### config.mk
export PLATFORM = sky130hd
export DESIGN_NAME = ct_l2c_data_sram_ctrl
export DESIGN_NICKNAME = d
export VERILOG_FILES = /design/src/rtl/ct_l2c_data_pkg.sv /design/src/rtl/ct_l2c_data_rsp_fifo.sv /design/src/rtl/ct_l2c_data_sram_ctrl.sv
export SDC_FILE = /design/constraint.sdc
export NUM_CORES = 1
export LEC_CHECK = 0
export BUFFER_PORTS_ARGS = -buffer_cell sky130_fd_sc_hd__clkbuf_2
export CORE_AREA = 2 2 264 266
export DETAILED_ROUTE_END_ITERATION = 10
export DIE_AREA = 0 0 266 268
export PLACE_DENSITY_LB_ADDON = 0.08
export SYNTH_ARGS = -nofsm -noshare
export SYNTH_HDL_FRONTEND = slang
export SYNTH_SLANG_ARGS = --single-unit
### constraint.sdc
create_clock -name forever_cpuclk -period 4.1 [get_ports forever_cpuclk]
set_clock_uncertainty 0.15 [all_clocks]
set_input_delay 0.205 -clock forever_cpuclk [delete_from_list [all_inputs] [get_ports forever_cpuclk]]
set_output_delay 0.205 -clock forever_cpuclk [all_outputs]
set_load 0.01 [all_outputs]
### src/rtl/ct_l2c_data_pkg.sv
// ---------------------------------------------------------------------------
// ct_l2c_data_pkg
// Shared definitions for the L2 data-array SRAM access controller:
//   ADDR_W / DATA_W / BE_W : SRAM index, data and byte-enable widths
//   LAT                    : read-valid tracking pipeline length
//   be_to_mask()           : byte enables -> per-bit mask
// Build option: CT_L2C_DATA_RD_FLOP_EN adds a capture flop on sram_q,
// which lengthens the tracking pipeline from 1 to 2 stages.
// ---------------------------------------------------------------------------
package ct_l2c_data_pkg;

    localparam int ADDR_W = 11;
    localparam int DATA_W = 128;
    localparam int BE_W   = DATA_W / 8;

`ifdef CT_L2C_DATA_RD_FLOP_EN
    localparam int LAT = 2;
`else
    localparam int LAT = 1;
`endif

    // Expand one enable bit per byte into eight identical mask bits.
    function automatic logic [DATA_W-1:0] be_to_mask(input logic [BE_W-1:0] be);
        logic [DATA_W-1:0] mask;
        mask = '0;
        for (int i = 0; i < BE_W; i++) begin
            mask[8*i +: 8] = {8{be[i]}};
        end
        return mask;
    endfunction

endpackage

### src/rtl/ct_l2c_data_rsp_fifo.sv
// ---------------------------------------------------------------------------
// ct_l2c_data_rsp_fifo
// In-order synchronous FIFO holding returned read data. No bypass: a pushed
// entry becomes visible the cycle after the push.
// Ports:
//   clk_i, rst_i       clock, synchronous active-high reset
//   push_i/push_data_i write one entry
//   pop_i              consume the head entry
//   pop_data_o         head entry (undefined while empty)
//   full_o, empty_o    occupancy flags
//   count_o            occupancy, one bit wider than the pointers
// ---------------------------------------------------------------------------
module ct_l2c_data_rsp_fifo #(
    parameter int WIDTH = 128,
    parameter int DEPTH = 4
) (
    input  logic                     clk_i,
    input  logic                     rst_i,
    input  logic                     push_i,
    input  logic [WIDTH-1:0]         push_data_i,
    input  logic                     pop_i,
    output logic [WIDTH-1:0]         pop_data_o,
    output logic                     full_o,
    output logic                     empty_o,
    output logic [$clog2(DEPTH):0]   count_o
);

    localparam int PW = $clog2(DEPTH);
    localparam int CW = PW + 1;

    logic [WIDTH-1:0] mem_q [DEPTH];
    logic [PW-1:0]    wr_ptr_q;
    logic [PW-1:0]    rd_ptr_q;
    logic [CW-1:0]    cnt_q;

    // Pointers are exactly PW bits wide, so they wrap modulo DEPTH for free.
    // NOTE: state registers use non-blocking assignments so every flop samples
    // the pre-edge values of its neighbours, independent of process order.
    always_ff @(posedge clk_i) begin
        if (rst_i) begin
            wr_ptr_q <= '0;
            rd_ptr_q <= '0;
            cnt_q    <= '0;
        end else begin
            if (push_i) wr_ptr_q <= wr_ptr_q + 1'b1;
            if (pop_i)  rd_ptr_q <= rd_ptr_q + 1'b1;
            case ({push_i, pop_i})
                2'b10:   cnt_q <= cnt_q + 1'b1;
                2'b01:   cnt_q <= cnt_q - 1'b1;
                default: cnt_q <= cnt_q;
            endcase
        end
    end

    // NOTE: the storage array is deliberately not reset; an entry is only
    // observable after it has been written, and the count is what reset clears.
    always_ff @(posedge clk_i) begin
        if (push_i) mem_q[wr_ptr_q] <= push_data_i;
    end

    assign pop_data_o = mem_q[rd_ptr_q];
    assign full_o     = (cnt_q == CW'(DEPTH));
    assign empty_o    = (cnt_q == '0);
    assign count_o    = cnt_q;

endmodule

### src/rtl/ct_l2c_data_sram_ctrl.sv
// ---------------------------------------------------------------------------
// ct_l2c_data_sram_ctrl
// Access controller in front of the 2048x128 L2 data-array single-port SRAM.
// Accepts one read or write per cycle, drives the SRAM pins from flops, and
// returns read data in order through a credit-protected response FIFO.
// Ports:
//   forever_cpuclk, cpurst          clock, synchronous active-high reset
//   req_vld/req_rdy                 request handshake
//   req_wr/req_addr/req_wdata/req_wbe  request payload (1=write)
//   sram_a/cen/gwen/wen/d           registered SRAM pins (active-low enables)
//   sram_q                          SRAM read data
//   rsp_vld/rsp_rdy/rsp_data        in-order read response
// Build option: CT_L2C_DATA_RD_FLOP_EN registers sram_q before the FIFO
// (read latency 4 instead of 3). Credits cover both builds unchanged.
// ---------------------------------------------------------------------------
module ct_l2c_data_sram_ctrl
    import ct_l2c_data_pkg::*;
#(
    parameter int ADDR_WIDTH = ADDR_W,
    parameter int DATA_WIDTH = DATA_W,
    parameter int RSP_DEPTH  = 4
) (
    input  logic                    forever_cpuclk,
    input  logic                    cpurst,
    input  logic                    req_vld,
    output logic                    req_rdy,
    input  logic                    req_wr,
    input  logic [ADDR_WIDTH-1:0]   req_addr,
    input  logic [DATA_WIDTH-1:0]   req_wdata,
    input  logic [DATA_WIDTH/8-1:0] req_wbe,
    output logic [ADDR_WIDTH-1:0]   sram_a,
    output logic                    sram_cen,
    output logic                    sram_gwen,
    output logic [DATA_WIDTH-1:0]   sram_wen,
    output logic [DATA_WIDTH-1:0]   sram_d,
    input  logic [DATA_WIDTH-1:0]   sram_q,
    output logic                    rsp_vld,
    input  logic                    rsp_rdy,
    output logic [DATA_WIDTH-1:0]   rsp_data
);

    localparam int CW     = $clog2(RSP_DEPTH) + 1;
    localparam int PEND_W = CW + 1;

    // Pin stage
    logic                  cen_q,    cen_d;
    logic                  gwen_q,   gwen_d;
    logic [DATA_WIDTH-1:0] wen_q,    wen_d;
    logic [ADDR_WIDTH-1:0] a_q,      a_d;
    logic [DATA_WIDTH-1:0] dat_q,    dat_d;
    logic                  pin_rd_q, pin_rd_d;

    // Read tracking: trk_q[0] is high on the cycle sram_q is valid.
    logic [LAT-1:0]        trk_q;

    logic                  accept;
    logic                  rsp_pop;
    logic [PEND_W-1:0]     pending;
    logic [PEND_W-1:0]     pending_free;

    logic                  fifo_push;
    logic [DATA_WIDTH-1:0] fifo_wdata;
    logic [DATA_WIDTH-1:0] fifo_head;
    logic                  fifo_full;
    logic                  fifo_empty;
    logic [CW-1:0]         fifo_cnt;

    // ------------------------------------------------------------------
    // Credits: every read from acceptance until it leaves the FIFO holds
    // one credit. Writes are also throttled so ordering stays trivial.
    // ------------------------------------------------------------------
    // NOTE: every combinational output gets a default before any branch,
    // so no path leaves a variable unassigned and no latch is inferred.
    always_comb begin
        pending = PEND_W'(fifo_cnt) + PEND_W'(pin_rd_q);
        for (int i = 0; i < LAT; i++) begin
            pending = pending + PEND_W'(trk_q[i]);
        end
    end

    assign rsp_pop      = !fifo_empty && rsp_rdy;
    // A pop this cycle frees its slot in time for a same-cycle acceptance.
    assign pending_free = pending - PEND_W'(rsp_pop);
    assign req_rdy      = !cpurst && (pending_free < PEND_W'(RSP_DEPTH));
    assign accept       = req_vld && req_rdy;

    // ------------------------------------------------------------------
    // Pin stage next-state: without an acceptance only cen deasserts; the
    // remaining pins hold to avoid needless toggling on the macro inputs.
    // ------------------------------------------------------------------
    always_comb begin
        cen_d    = 1'b1;
        gwen_d   = gwen_q;
        wen_d    = wen_q;
        a_d      = a_q;
        dat_d    = dat_q;
        pin_rd_d = 1'b0;
        if (accept) begin
            cen_d    = 1'b0;
            a_d      = req_addr;
            pin_rd_d = !req_wr;
            if (req_wr) begin
                gwen_d = 1'b0;
                wen_d  = ~be_to_mask(req_wbe);
                dat_d  = req_wdata;
            end else begin
                gwen_d = 1'b1;
                wen_d  = '1;
            end
        end
    end

    always_ff @(posedge forever_cpuclk) begin
        if (cpurst) begin
            cen_q    <= 1'b1;
            gwen_q   <= 1'b1;
            wen_q    <= '1;
            a_q      <= '0;
            dat_q    <= '0;
            pin_rd_q <= 1'b0;
        end else begin
            cen_q    <= cen_d;
            gwen_q   <= gwen_d;
            wen_q    <= wen_d;
            a_q      <= a_d;
            dat_q    <= dat_d;
            pin_rd_q <= pin_rd_d;
        end
    end

    // Reset clears the tracker, which is what drops reads in flight.
    always_ff @(posedge forever_cpuclk) begin
        if (cpurst) begin
            trk_q <= '0;
        end else begin
            trk_q[0] <= pin_rd_q;
            for (int i = 1; i < LAT; i++) begin
                trk_q[i] <= trk_q[i-1];
            end
        end
    end

`ifdef CT_L2C_DATA_RD_FLOP_EN
    // Capture sram_q on its valid cycle; pushed one cycle later.
    logic [DATA_WIDTH-1:0] rd_data_q;

    always_ff @(posedge forever_cpuclk) begin
        if (cpurst) begin
            rd_data_q <= '0;
        end else if (trk_q[0]) begin
            rd_data_q <= sram_q;
        end
    end

    assign fifo_wdata = rd_data_q;
`else
    assign fifo_wdata = sram_q;
`endif

    assign fifo_push = trk_q[LAT-1];

    // The full gate is defensive only; credits make a push into a full
    // FIFO unreachable.
    ct_l2c_data_rsp_fifo #(
        .WIDTH (DATA_WIDTH),
        .DEPTH (RSP_DEPTH)
    ) u_fifo (
        .clk_i       (forever_cpuclk),
        .rst_i       (cpurst),
        .push_i      (fifo_push && !fifo_full),
        .push_data_i (fifo_wdata),
        .pop_i       (rsp_pop),
        .pop_data_o  (fifo_head),
        .full_o      (fifo_full),
        .empty_o     (fifo_empty),
        .count_o     (fifo_cnt)
    );

    assign sram_cen  = cen_q;
    assign sram_gwen = gwen_q;
    assign sram_wen  = wen_q;
    assign sram_a    = a_q;
    assign sram_d    = dat_q;

    assign rsp_vld   = !fifo_empty;
    // Masking keeps rsp_data at 0 after reset, when the array is stale.
    assign rsp_data  = fifo_empty ? '0 : fifo_head;

endmodule
After elaboration in Yosys (flattened, before gate mapping)
Memory sizes are Yosys's and may differ from the RTL's. A register that Yosys moved wholly into a read port is not among the register bits. Cells that the tools add are included.

Flip-flop bits (word level): 278. Bits in writable memories: 512. Input bits: 288. Output and inout port bits: 399. Memories: 1.

Memory list: u_fifo.mem_q (words 4, width 128, read ports 1, clocked after memory_dff 1, wr ports 1, line ct_l2c_data_rsp_fifo.sv:31) `logic [WIDTH-1:0] mem_q [DEPTH];`.

$add $sub $neg: 7. $lt $le $gt $ge: 1. Equal/unequal tests: 3. Muxes and demuxes: 9. Bitwise logic cells: 2. Reductions and logical operators: 12.

Operators by type and width (count): $mux W128 (2); $not A128 Y128 (1); $pmux W3 S2 (1); $add A2 B1 Y2 const B (2); $add A3 B1 Y4 (1); $add A4 B1 Y4 (1); $logic_and A1 B1 Y1 (4); $logic_not A1 Y1 (4); $lt A4 B3 Y1 const B (1); $mux W1 (4); $mux W2 (2); $sub A4 B1 Y4 (1); $add A3 B1 Y3 const B (1); $eq A3 B3 Y1 const B (1); $logic_not A3 Y1 (1); $sub A3 B1 Y3 const B (1); $eq A2 B1 Y1 const B (1); $eq A2 B2 Y1 const B (1); $reduce_and A2 Y1 (1); $reduce_bool A2 Y1 (1); $reduce_or A2 Y1 (1); $not A1 Y1 (1).

Logic depth before layout (Yosys ltp)
Gate-level depths: netlist of run 1.

Depth in word-level cells: 9. Gate-level depth with buffers: 11.

By module
A second synthesis of run 1 with hierarchy kept.

Cell total of the unflattened synthesis: 1521. Area, all modules: 27541.4 um^2.

Modules (own cells, without submodules): ct_l2c_data_rsp_fifo (instances 1, cells each 715, area an instance 19005.7 um^2, seq. area each 15554.9 um^2); ct_l2c_data_sram_ctrl (instances 1, cells each 806, area an instance 8535.7 um^2, seq. area each 3183.1 um^2).

Worst setup path before layout of run 1
No wires, ideal clock.

Path type: flip-flop to flip-flop. Start point: register u_fifo.cnt_q[0] (netlist: u_fifo.count_o[0]). End point: memory u_fifo.mem_q[1][0] (enable). Setup time: 0.502 ns. Data arrival time: 3.866 ns. Required time: 3.448 ns. Slack: -0.418 ns. Stages on the path, launching flop included: 4. Cell sequence: dfxtp_1 inv_1 a31oi_1 and2_1.

Longest elaborated chain between the ends: 5.

RTL lines: start: declaration (line ct_l2c_data_rsp_fifo.sv:34) `logic [CW-1:0] cnt_q;`; start signal: assignment (line ct_l2c_data_rsp_fifo.sv:48) `2'b10: cnt_q <= cnt_q + 1'b1;`; start signal: assignment (line ct_l2c_data_rsp_fifo.sv:49) `2'b01: cnt_q <= cnt_q - 1'b1;`; start signal: assignment (line ct_l2c_data_rsp_fifo.sv:50) `default: cnt_q <= cnt_q;`; $eq A3 B3 Y1 (line ct_l2c_data_rsp_fifo.sv:62) `assign full_o = (cnt_q == CW'(DEPTH));`; $logic_not A1 Y1 (line ct_l2c_data_sram_ctrl.sv:170) `.push_i (fifo_push && !fifo_full),`; $logic_and A1 B1 Y1 (line ct_l2c_data_sram_ctrl.sv:170); $mux W1 (line ct_l2c_data_rsp_fifo.sv:58) `if (push_i) mem_q[wr_ptr_q] <= push_data_i;`; $mux W1 (implied by the code) (line ct_l2c_data_rsp_fifo.sv:58); end: declaration (line ct_l2c_data_rsp_fifo.sv:31).

Every way passes these cells.

Worst setup path after layout of run 1
Start point: register u_fifo.cnt_q[2] (netlist: u_fifo.count_o[2]). End point: register dat_q[21] (netlist: sram_d[21]).

Longest elaborated chain between the ends: 8. Elaborated cells between the ends (all ways): 10.

RTL lines: $logic_not A3 Y1 (line ct_l2c_data_rsp_fifo.sv:63) `assign empty_o = (cnt_q == '0);`; $logic_not A1 Y1 (line ct_l2c_data_sram_ctrl.sv:81) `assign rsp_pop = !fifo_empty && rsp_rdy;`; $logic_and A1 B1 Y1 (line ct_l2c_data_sram_ctrl.sv:81); via rsp_pop (line ct_l2c_data_sram_ctrl.sv:57) `logic rsp_pop;`; $sub A4 B1 Y4 (line ct_l2c_data_sram_ctrl.sv:83) `assign pending_free = pending - PEND_W'(rsp_pop);`; $lt A4 B3 Y1 (line ct_l2c_data_sram_ctrl.sv:84) `assign req_rdy = !cpurst && (pending_free < PEND_W'(RSP_DEPTH));`; $logic_and A1 B1 Y1 (line ct_l2c_data_sram_ctrl.sv:84); $logic_and A1 B1 Y1 (line ct_l2c_data_sram_ctrl.sv:85) `assign accept = req_vld && req_rdy;`; $reduce_and A2 Y1 (no line); end signal: assignment (line ct_l2c_data_sram_ctrl.sv:126) `dat_q <= dat_d;`; end: declaration (line ct_l2c_data_sram_ctrl.sv:50) `logic [DATA_WIDTH-1:0] dat_q, dat_d;`.

The timed path passes the listed nets, and every way through them passes these cells. A chain may end at the register's enable or synchronous reset.

==> results of run 1 <==
[metal layers]
metal | global-route usage | wire length [microns]
met5 | 0 | 51
met4 | 0.0718 | 2370
met3 | 0.0630 | 5300
met2 | 0.337 | 36000
met1 | 0.233 | 28200
[final timing paths]
kind / end
max: sram_d[21]
min: sram_a[6]
max reg2reg: sram_d[21]
min reg2reg: fifo_push
[cell type report]
| class | instances | area (sq um) | area share |
|---|---|---|---|
| multi-input combinational | 636 | 7250 | 0.199 |
| timing repair buffer | 1011 | 6830 | 0.187 |
| sequential | 680 | 18700 | 0.514 |
| inverter | 11 | 41.3 | 0.00113 |
| clock inverter | 36 | 429 | 0.0118 |
| clock buffer | 101 | 2050 | 0.0561 |
| tap | 882 | 1100 | 0.0303 |
| antenna | 3 | 7.51 | 0.000206 |
[per-stage QoR]
step	total power [W]	worst slack, ns	hold WS, ns
6_report	0.0171	0.333	0.0445
5_1_grt	0.0178	0.117	0.0329
2_1_floorplan	0.00935	0.982	0.154
4_1_cts	0.0174	0.332	0.0103
3_3_place_gp	0.0103	0.696	0.262
3_5_place_dp	0.0103	0.652	0.266
[layout by cell type (no fill, tap or decap), types with 11 or more instances in the layout]
master           n
and2_1         145
buf_12          16
clkbuf_1        21
clkbuf_16       77
clkbuf_2       685
clkinv_1        12
dfxtp_1        166
dlygate4sd3_1  301
edfxtp_1       512
inv_1           11
mux2_2          30
mux2_4         100
mux2i_1         18
mux4_2         128
nor2_1          27
nor2b_1        139
[cell usage after synthesis]
cell / count
nor3b_1: 2
xor2_1: 3
nor2b_1: 139
fa_1: 1
mux4_2: 128
mux2_4: 100
a31oi_1: 1
o31ai_4: 1
nor3_1: 1
buf_4: 114
nand3_1: 2
nor2_1: 27
o21ai_0: 1
buf_6: 2
and3_4: 1
buf_1: 4
buf_2: 15
mux2_2: 30
mux2i_1: 18
xnor2_1: 2
buf_12: 11
nand2_1: 2
or3_1: 2
edfxtp_1: 512
clkbuf_1: 44
dfxtp_1: 168
o311ai_2: 1
mux2_1: 8
and2_1: 149
a21boi_1: 1
and3_1: 2
inv_1: 11
a21oi_1: 4
ha_1: 9
nand2b_1: 1
[critical path, stage by stage (launching register included)]
cell and delay [ns]:
dfxtp_1 0.36, or3_4 0.41, and2_1 0.21, ha_1 0.20, inv_1 0.05, ha_1 0.23, a21oi_1 0.23, a21oi_1 0.20
o31ai_4 0.29, buf_12 0.28, buf_4 0.33, mux2i_1 0.20, dlygate4sd3_1 0.55
[state kept, by name (all words and copies together), names as in the netlist, named ones only]
register / flops
sram_d: 128
sram_wen: 16
u_fifo.count_o: 3
fifo_push: 1
pin_rd_q: 1
sram_a: 11
u_fifo.mem_q: 512
u_fifo.rd_ptr_q: 2
sram_gwen: 1
sram_cen: 1
u_fifo.wr_ptr_q: 2
[logic make-up (layout without fill, tap and decap cells)]
kind of cell	count (synthesis)	count (layout)
flip-flops	680	680
AND/OR/NAND/NOR	328	328
multiplexers	284	284
buffers and inverters	201	1159
adder cells (fa/ha/maj)	10	10
AO/OA/AOI/OAI	9	9
XOR/XNOR	5	5
other	0	3
[power by group through the flow]
stage	registers (W)	clock network, W	logic (W)
6_report	0.00774	0.00674	0.00260
4_1_cts	0.00774	0.00695	0.00267
3_5_place_dp	0.00788	0	0.00240
5_1_grt	0.00776	0.00719	0.00281
2_1_floorplan	0.00792	0	0.00143
3_3_place_gp	0.00788	0	0.00240
[timing repair]
item	CTS	global route
setup buffers	0	0
endpoints found under the hold margin	672	0
hold buffers	301	0
==> impl_metrics.yaml, run 1 <==
power:
  pwr-share-clk: 0.395
  peakVddDrop_mv: 0.392
  sequentialPowerShare: 0.453
  comb_power_share: 0.152
  p_per_area_mw_per_mm2: 469
  power.internal_w: 0.0129
  leakage_nw: 14.4
  p_sw_frac: 0.246
  p_switching_w: 0.00421
worst_setup_path:
  cp_max_fo: 36
  reg2reg_depth: 12
  critPathArrivalTime_ns: 4.17
  r2r_start: "u_fifo.count_o[2]"
  reg2reg_setup_slack_ns: 0.33
  path_class: "register to register"
  critPathLaunch: "u_fifo.count_o[2]"
  critPathLaunchType: "register"
  worstPathRequired_ns: 4.51
  worstSetupEndpointType: "register"
die:
  core_sq_mm: 0.0682
  io_pins: 687
  die_x_microns: 266
  die-height_microns: 268
  die-area_sq_mm: 0.0713
  rows: 96
  start_util: 0.401
clock_tree:
  insertion_delay_ns: 0.60
  clock_path_buffers: 3
  cts_root_buf: "clkbuf_16"
  ctsResizeCount: 0
  cts_buffers: 75
  cts.sink_count: 680
  h-tree-depth: 3
  clk_pin_slew_worst_paths_ns: 0.06
  cts_tree: "built"
global_routing:
  grt_max_degree: 166
  grt_pass1_vias: 16900
  grt.overflow.total: 0
  grt_pass1_wl_microns: 105000
  antenna_found_initial: 7
  grtUsageTotal: 0.197
final_layout:
  nets: 2713
  fill_cells: 5679
  fin_cells: 3360
  drive_gt1_frac: 0.437
  post-route-util: 0.534
  fin_area_sq_mm: 0.0365
  area_delta_synth_final_pct: 33.2
detailed_routing:
  routedWlPerCell_microns: 21.4
  drt_iter0_markers: 798
  vias_per_cell: 4.72
  drt_wl_total_microns: 71900
  vias: 15800
  ant_nets: 0
  drc: 0
  dr.pass1.iters: 6
synthesis:
  yosys_warnings: 0
  synthCells: 1517
  synthMuxAreaShare: 0.182
  synth-compound-area-share: 0.00279
  avgSynthCellArea_sq_um: 18.0
  yosysTopAreaCellShare: 0.562
  synth-adder-area-share: 0.00485
  seq_area_frac_synth: 0.685
  yosys.area_share.simple: 0.0725
  synth_xor_area_frac: 0.00160
  ys_ff_latch: 680
  synth_top_area_cell: "edfxtp_1"
  synthDistinctLibCells: 35
  syn_nets: 1815
  synth_top_family_by_area: "multiplexers"
  netlist_area_sq_mm: 0.0274
  synthTopCellsByArea: "edfxtp_1 (56%), dfxtp_1 (12%), mux4_2 (11%)"
min_path:
  hold_path_class: "primary input to register"
  worstHoldStart: "req_vld"
  holdPathStages: 3
timing:
  min_period_ns: 3.77
  clock.fmax_ghz: 0.265
  fin_setup_tns_ns: 0
  max-slew-margin-rel: 0.349
  finalHoldViolCount: 0
  tightest_slew_ns: 0.977
  grt_setup_unrepaired: "false"
  timing.final.crit_share: 0.919
  drv_slew: 0
  setup_violations: 0
flow_run:
  maxCapViolCount: 0
placed_design:
  hpwl_microns: 46500
  routabilityCongestion: 0.803
  placed_cell_area_sq_mm: 0.0310
  dp.cells: 2919
  numPortBuffers: 686
run_status:
  outcome: "finished, final reports clean"
No activity file was read; power rests on OpenSTA's default activity.
==> run 2: changes to the inputs <==
Settings changed: REMOVE_ABC_BUFFERS set to 1.
==> run 2 against run 1 <==
  * Die area is the same
  * First-iteration DRC count rose by 14%
  * Largest power group unchanged
  * Final cell count up 0.39%
  * Via count is 2.2% higher
==> impl_metrics.yaml, run 2 (same netlist as run 1, synthesis figures left out) <==
final_layout:
  multi_input_area_sq_mm: 0.00726
  largest_reg_flops: 512
  post-route-util: 0.534
  top_register: "u_fifo.mem_q"
  layout.cells.most_common: "clkbuf_2"
  fin_area_sq_mm: 0.0365
  fill_cells: 5722
  register_area_sq_mm: 0.0187
  area_delta_synth_final_pct: 33.2
  fin_cells: 3373
  drive_gt1_frac: 0.437
  mostFrequentLayoutCells: "clkbuf_2 (685), edfxtp_1 (512), dlygate4sd3_1 (309)"
  nets: 2729
timing:
  timing.final.crit_share: 0.957
  min_period_ns: 3.92
  drv_slew: 0
  grt_setup_unrepaired: "false"
  finalHoldViolCount: 0
  tightest_slew_ns: 0.951
  setup_violations: 0
  clock.fmax_ghz: 0.255
  max-slew-margin-rel: 0.366
detailed_routing:
  routedWlPerCell_microns: 21.4
  ant_nets: 0
  dr.pass1.iters: 4
  vias: 16200
  vias_per_cell: 4.80
  drc: 0
  drt_wl_total_microns: 72300
  drt_iter0_markers: 911
worst_setup_path:
  cp_cell_sequence: "or3_4, and2_1, ha_1, inv_1, ha_1, nand3_1, and3_1, o311ai_4, dlygate4sd3_1, buf_4, mux2i_1, dlygate4sd3_1"
  slowest_delay_ns: 0.59
  cp_max_fo: 8
  critPathLaunchType: "register"
  reg2reg_depth: 12
  cp_slowest_cell: "dlygate4sd3_1"
  path_class: "register to register"
  worstPathRequired_ns: 4.49
  critPathArrivalTime_ns: 4.31
  worstSetupEndpointType: "register"
power:
  p_sw_frac: 0.246
  leakage_nw: 14.4
  power.internal_w: 0.0126
  sequentialPowerShare: 0.464
  p_switching_w: 0.00413
  comb_power_share: 0.155
  pwr-share-clk: 0.381
  p_per_area_mw_per_mm2: 459
  finalPower_w: 0.0167
  peakVddDrop_mv: 0.281
die:
  die-height_microns: 268
  core_sq_mm: 0.0682
  die-area_sq_mm: 0.0713
  io_pins: 687
  start_util: 0.401
  rows: 96
  die_x_microns: 266
placed_design:
  numPortBuffers: 686
  hpwl_microns: 48300
  placed_cell_area_sq_mm: 0.0310
  routabilityCongestion: 0.851
  dp.cells: 2927
clock_tree:
  h-tree-depth: 3
  clk_pin_slew_worst_paths_ns: 0.06
  clock_path_buffers: 3
  cts.sink_count: 680
  insertion_delay_ns: 0.59
  cts_buffers: 75
  cts_tree: "built"
  cts_root_buf: "clkbuf_16"
min_path:
  hold_path_class: "primary input to register"
  holdPathStages: 3
global_routing:
  antenna_found_initial: 5
  grt_max_degree: 138
  grtUsageTotal: 0.200
  grt_pass1_vias: 17200
  grt_pass1_wl_microns: 107000
  grt.overflow.total: 0
flow_run:
  maxCapViolCount: 0
run_status:
  outcome: "finished, final reports clean"
## run 2: cell type report
cell class / count / area share
inverter: 11 / 0.00113
clock inverter: 30 / 0.00693
timing repair buffer: 1027 / 0.192
antenna: 4 / 0.000275
multi-input combinational: 636 / 0.199
tap: 882 / 0.0303
sequential: 680 / 0.514
clock buffer: 103 / 0.0565
## run 2: worst max-delay path: cells and delay by family (launching register included)
| kind | cells | cell delay, ns |
|---|---|---|
| AOI/OAI and AO/OA | 1 | 0.24 |
| adders and majority gates | 2 | 0.54 |
| buffers and inverters | 4 | 1.39 |
| DFF | 1 | 0.36 |
| muxes | 1 | 0.21 |
| and+or+nand+nor | 4 | 0.98 |
## run 2: layer usage
| layer | up-vias | wire, microns | GRT usage |
|---|---|---|---|
| met4 | 2 | 1360 | 0.0556 |
| met2 | 476 | 36500 | 0.343 |
| li1 | 7389 | - | - |
| met5 | - | 13 | 0 |
| met3 | 89 | 4430 | 0.0475 |
| met1 | 8236 | 30000 | 0.253 |
## run 2: power by group through the flow
stage | registers [W] | clock network, W | logic (W)
floorplan | 0.00808 | 0 | 0.00118
global placement | 0.00790 | 0 | 0.00237
detailed placement | 0.00791 | 0 | 0.00239
CTS | 0.00777 | 0.00656 | 0.00265
global route | 0.00779 | 0.00683 | 0.00280
finish | 0.00777 | 0.00638 | 0.00260
## run 2: metrics by stage
| stage | hold slack, ns | setup WS (ns) | TNS, ns |
|---|---|---|---|
| CTS | 0.152 | 0.179 | 0 |
| floorplan | 0.124 | -4.34 | -1102.78 |
| finish | 0.202 | 0.178 | 0 |
| global placement | 0.260 | 0.651 | 0 |
| global route | 0.199 | 0.00309 | 0 |
| detailed placement | 0.268 | 0.621 | 0 |
## run 2: worst paths after layout
path	start	to	slack [ns]
setup / recovery	u_fifo.count_o[2]	sram_wen[47]	0.18
hold / removal	req_wdata[68]	sram_d[68]	0.20
setup reg to reg	u_fifo.count_o[2]	sram_wen[47]	0.18
hold reg to reg	pin_rd_q	fifo_push	0.32
## run 2: what timing repair did
item                                   CTS  global route
endpoints found under the hold margin  674             0
setup endpoints to repair                0             7
hold buffers                           309             0
buffers inserted                         0             0
resized for setup                        0             2
==> run 3: changes to the inputs <==
Settings changed: CORE_AREA 2 2 264 266 to 2 2 265 267, DIE_AREA 0 0 266 268 to 0 0 267 269.
Clock period 4.1 ns to 5.05 ns, I/O delays scaled along.
==> run 3 against run 2 <==
  * Sequential cell count unchanged
  * Non-clock buffer count is 26 lower
  * Clock power down 16%
  * Total power down 18%
  * Register-to-register slack improved by 0.73 ns
  * Maximum frequency fell by 5.4%
  * First-iteration DRC count decreased by 11%
  * Global-route usage is 0.67 points lower
  * Highest routed layer unchanged
==> impl_metrics.yaml, run 3 (same netlist as run 1, synthesis figures left out) <==
run_status:
  outcome: "finished, final reports clean"
worst_setup_path:
  critPathLaunch: "u_fifo.count_o[2]"
  critPathLaunchType: "register"
  r2r_start: "u_fifo.count_o[2]"
  path_class: "register to register"
  worstPathRequired_ns: 5.40
  worstSetupEndpointType: "register"
  cp_max_fo: 87
  critPathArrivalTime_ns: 4.50
detailed_routing:
  drt_iter0_markers: 810
  routedWlPerCell_microns: 20.8
  vias: 16000
  drt_wl_total_microns: 71000
  ant_nets: 0
  drc: 0
  m1WireLength_microns: 29400
  dr.pass1.iters: 4
  routed-wl-met2_microns: 35800
  wl_met3_microns: 4410
  vias_per_cell: 4.70
  routed.top_layer: "met5"
flow_run:
  maxCapViolCount: 0
power:
  sequentialPowerShare: 0.461
  p_per_area_mw_per_mm2: 378
  leakage_nw: 14.3
  comb_power_share: 0.150
  p_switching_w: 0.00339
  pwr-share-clk: 0.389
  peakVddDrop_mv: 0.242
  finalPower_w: 0.0137
  p_sw_frac: 0.247
  power.internal_w: 0.0103
final_layout:
  fin_cells: 3410
  area_delta_synth_final_pct: 32.6
  top_register: "u_fifo.mem_q"
  post-route-util: 0.524
  layout.cells.most_common: "clkbuf_2"
  nets: 2704
  largest_reg_flops: 512
  mostFrequentLayoutCells: "clkbuf_2 (685), edfxtp_1 (512), dlygate4sd3_1 (288)"
  fin_area_sq_mm: 0.0363
  drive_gt1_frac: 0.440
timing:
  drv_slew: 0
  finalHoldViolCount: 0
  max-slew-margin-rel: 0.317
  setup_ws_ns: 0.905
  tightest_slew_ns: 1.02
  min_period_ns: 4.15
  setup_violations: 0
  clock.fmax_ghz: 0.241
  grt_setup_unrepaired: "false"
  timing.final.crit_share: 0.821
global_routing:
  grtUsageTotal: 0.193
  grt_max_degree: 88
  grt_pass1_wl_microns: 104000
  grt_pass1_vias: 16800
  grt.overflow.total: 0
  antenna_found_initial: 6
clock_tree:
  cts_tree: "built"
  postCtsSetupBuffers: 0
  clock_path_buffers: 3
  ctsResizeCount: 0
  cts_buffers: 76
  h-tree-depth: 3
  insertion_delay_ns: 0.61
  clk_pin_slew_worst_paths_ns: 0.06
  cts.sink_count: 680
  cts_root_buf: "clkbuf_16"
placed_design:
  numPortBuffers: 686
  hpwl_microns: 46800
  placed_cell_area_sq_mm: 0.0310
  dp.cells: 2980
  routabilityCongestion: 0.820
  preCtsSetupSlack_ns: 1.37
die:
  die-area_sq_mm: 0.0718
  die_x_microns: 267
  start_util: 0.395
  rows: 97
  core_sq_mm: 0.0693
  die-height_microns: 269
  io_pins: 687
min_path:
  hold_path_class: "primary input to register"
  worstHoldStart: "cpurst"
==> run 3: cell types whose count changed in the layout (fill, tap and decap cells not counted), sizes merged <==
cell,previous run,this run
clkinv,22,30
bufinv,3,4
dlygate4sd3,309,288
clkbuf,788,789
inv,14,11
clkinvlp,2,0
buf,33,28
==> run 3: worst paths after layout <==
path,slack (ns),depth (start not counted),end
worst min-delay path,0.04,3,sram_d[65]
worst max register to register,0.90,12,sram_d[84]
worst min register to register,0.32,2,sram_d[21]
worst max-delay path,0.90,12,sram_d[84]
==> run 3: layer usage <==
layer | GRT usage | up-vias
met4 | 0.0522 | 2
li1 | - | 7326
met1 | 0.244 | 8131
met3 | 0.0491 | 98
met5 | 0 | -
met2 | 0.329 | 468
==> run 3: critical path, cell delays in order (launching register included) <==
cell and delay [ns]:
dfxtp_1 0.36, or3_4 0.40, and2_1 0.20, ha_1 0.20, inv_1 0.05, ha_1 0.23
a21oi_1 0.22, a21oi_1 0.20, o31ai_4 0.29, buf_12 0.23, buf_12 0.48, mux2_2 0.41
dlygate4sd3_1 0.55
==> run 3: power groups by stage <==
| stage | clock [W] | sequential [W] | combinational, W |
|---|---|---|---|
| floorplan | 0 | 0.00656 | 0.000959 |
| global placement | 0 | 0.00644 | 0.00190 |
| detailed placement | 0 | 0.00644 | 0.00190 |
| CTS | 0.00552 | 0.00633 | 0.00210 |
| global route | 0.00572 | 0.00635 | 0.00222 |
| finish | 0.00534 | 0.00632 | 0.00206 |
==> run 3: repair_timing <==
item                                    in CTS  in global routing
endpoints found under the setup margin       0                  0
hold buffers                               288                  0
endpoints found under the hold margin      671                  0
==> run 3: cell type report <==
class | instances | area (sq um)
multi-input combinational | 636 | 7250
timing repair buffer | 1001 | 6630
antenna | 4 | 10.0
clock inverter | 34 | 340
tap | 940 | 1180
clock buffer | 104 | 2090
sequential | 680 | 18700
inverter | 11 | 41.3
fill | 5862 | 33000
==> run 3: per-stage QoR <==
step | setup TNS [ns] | hold WS [ns]
2_1_floorplan | -623.16 | 0.172
3_3_place_gp | 0 | 0.299
3_5_place_dp | 0 | 0.312
4_1_cts | 0 | 0.000144
5_1_grt | 0 | 0.0292
6_report | 0 | 0.0382
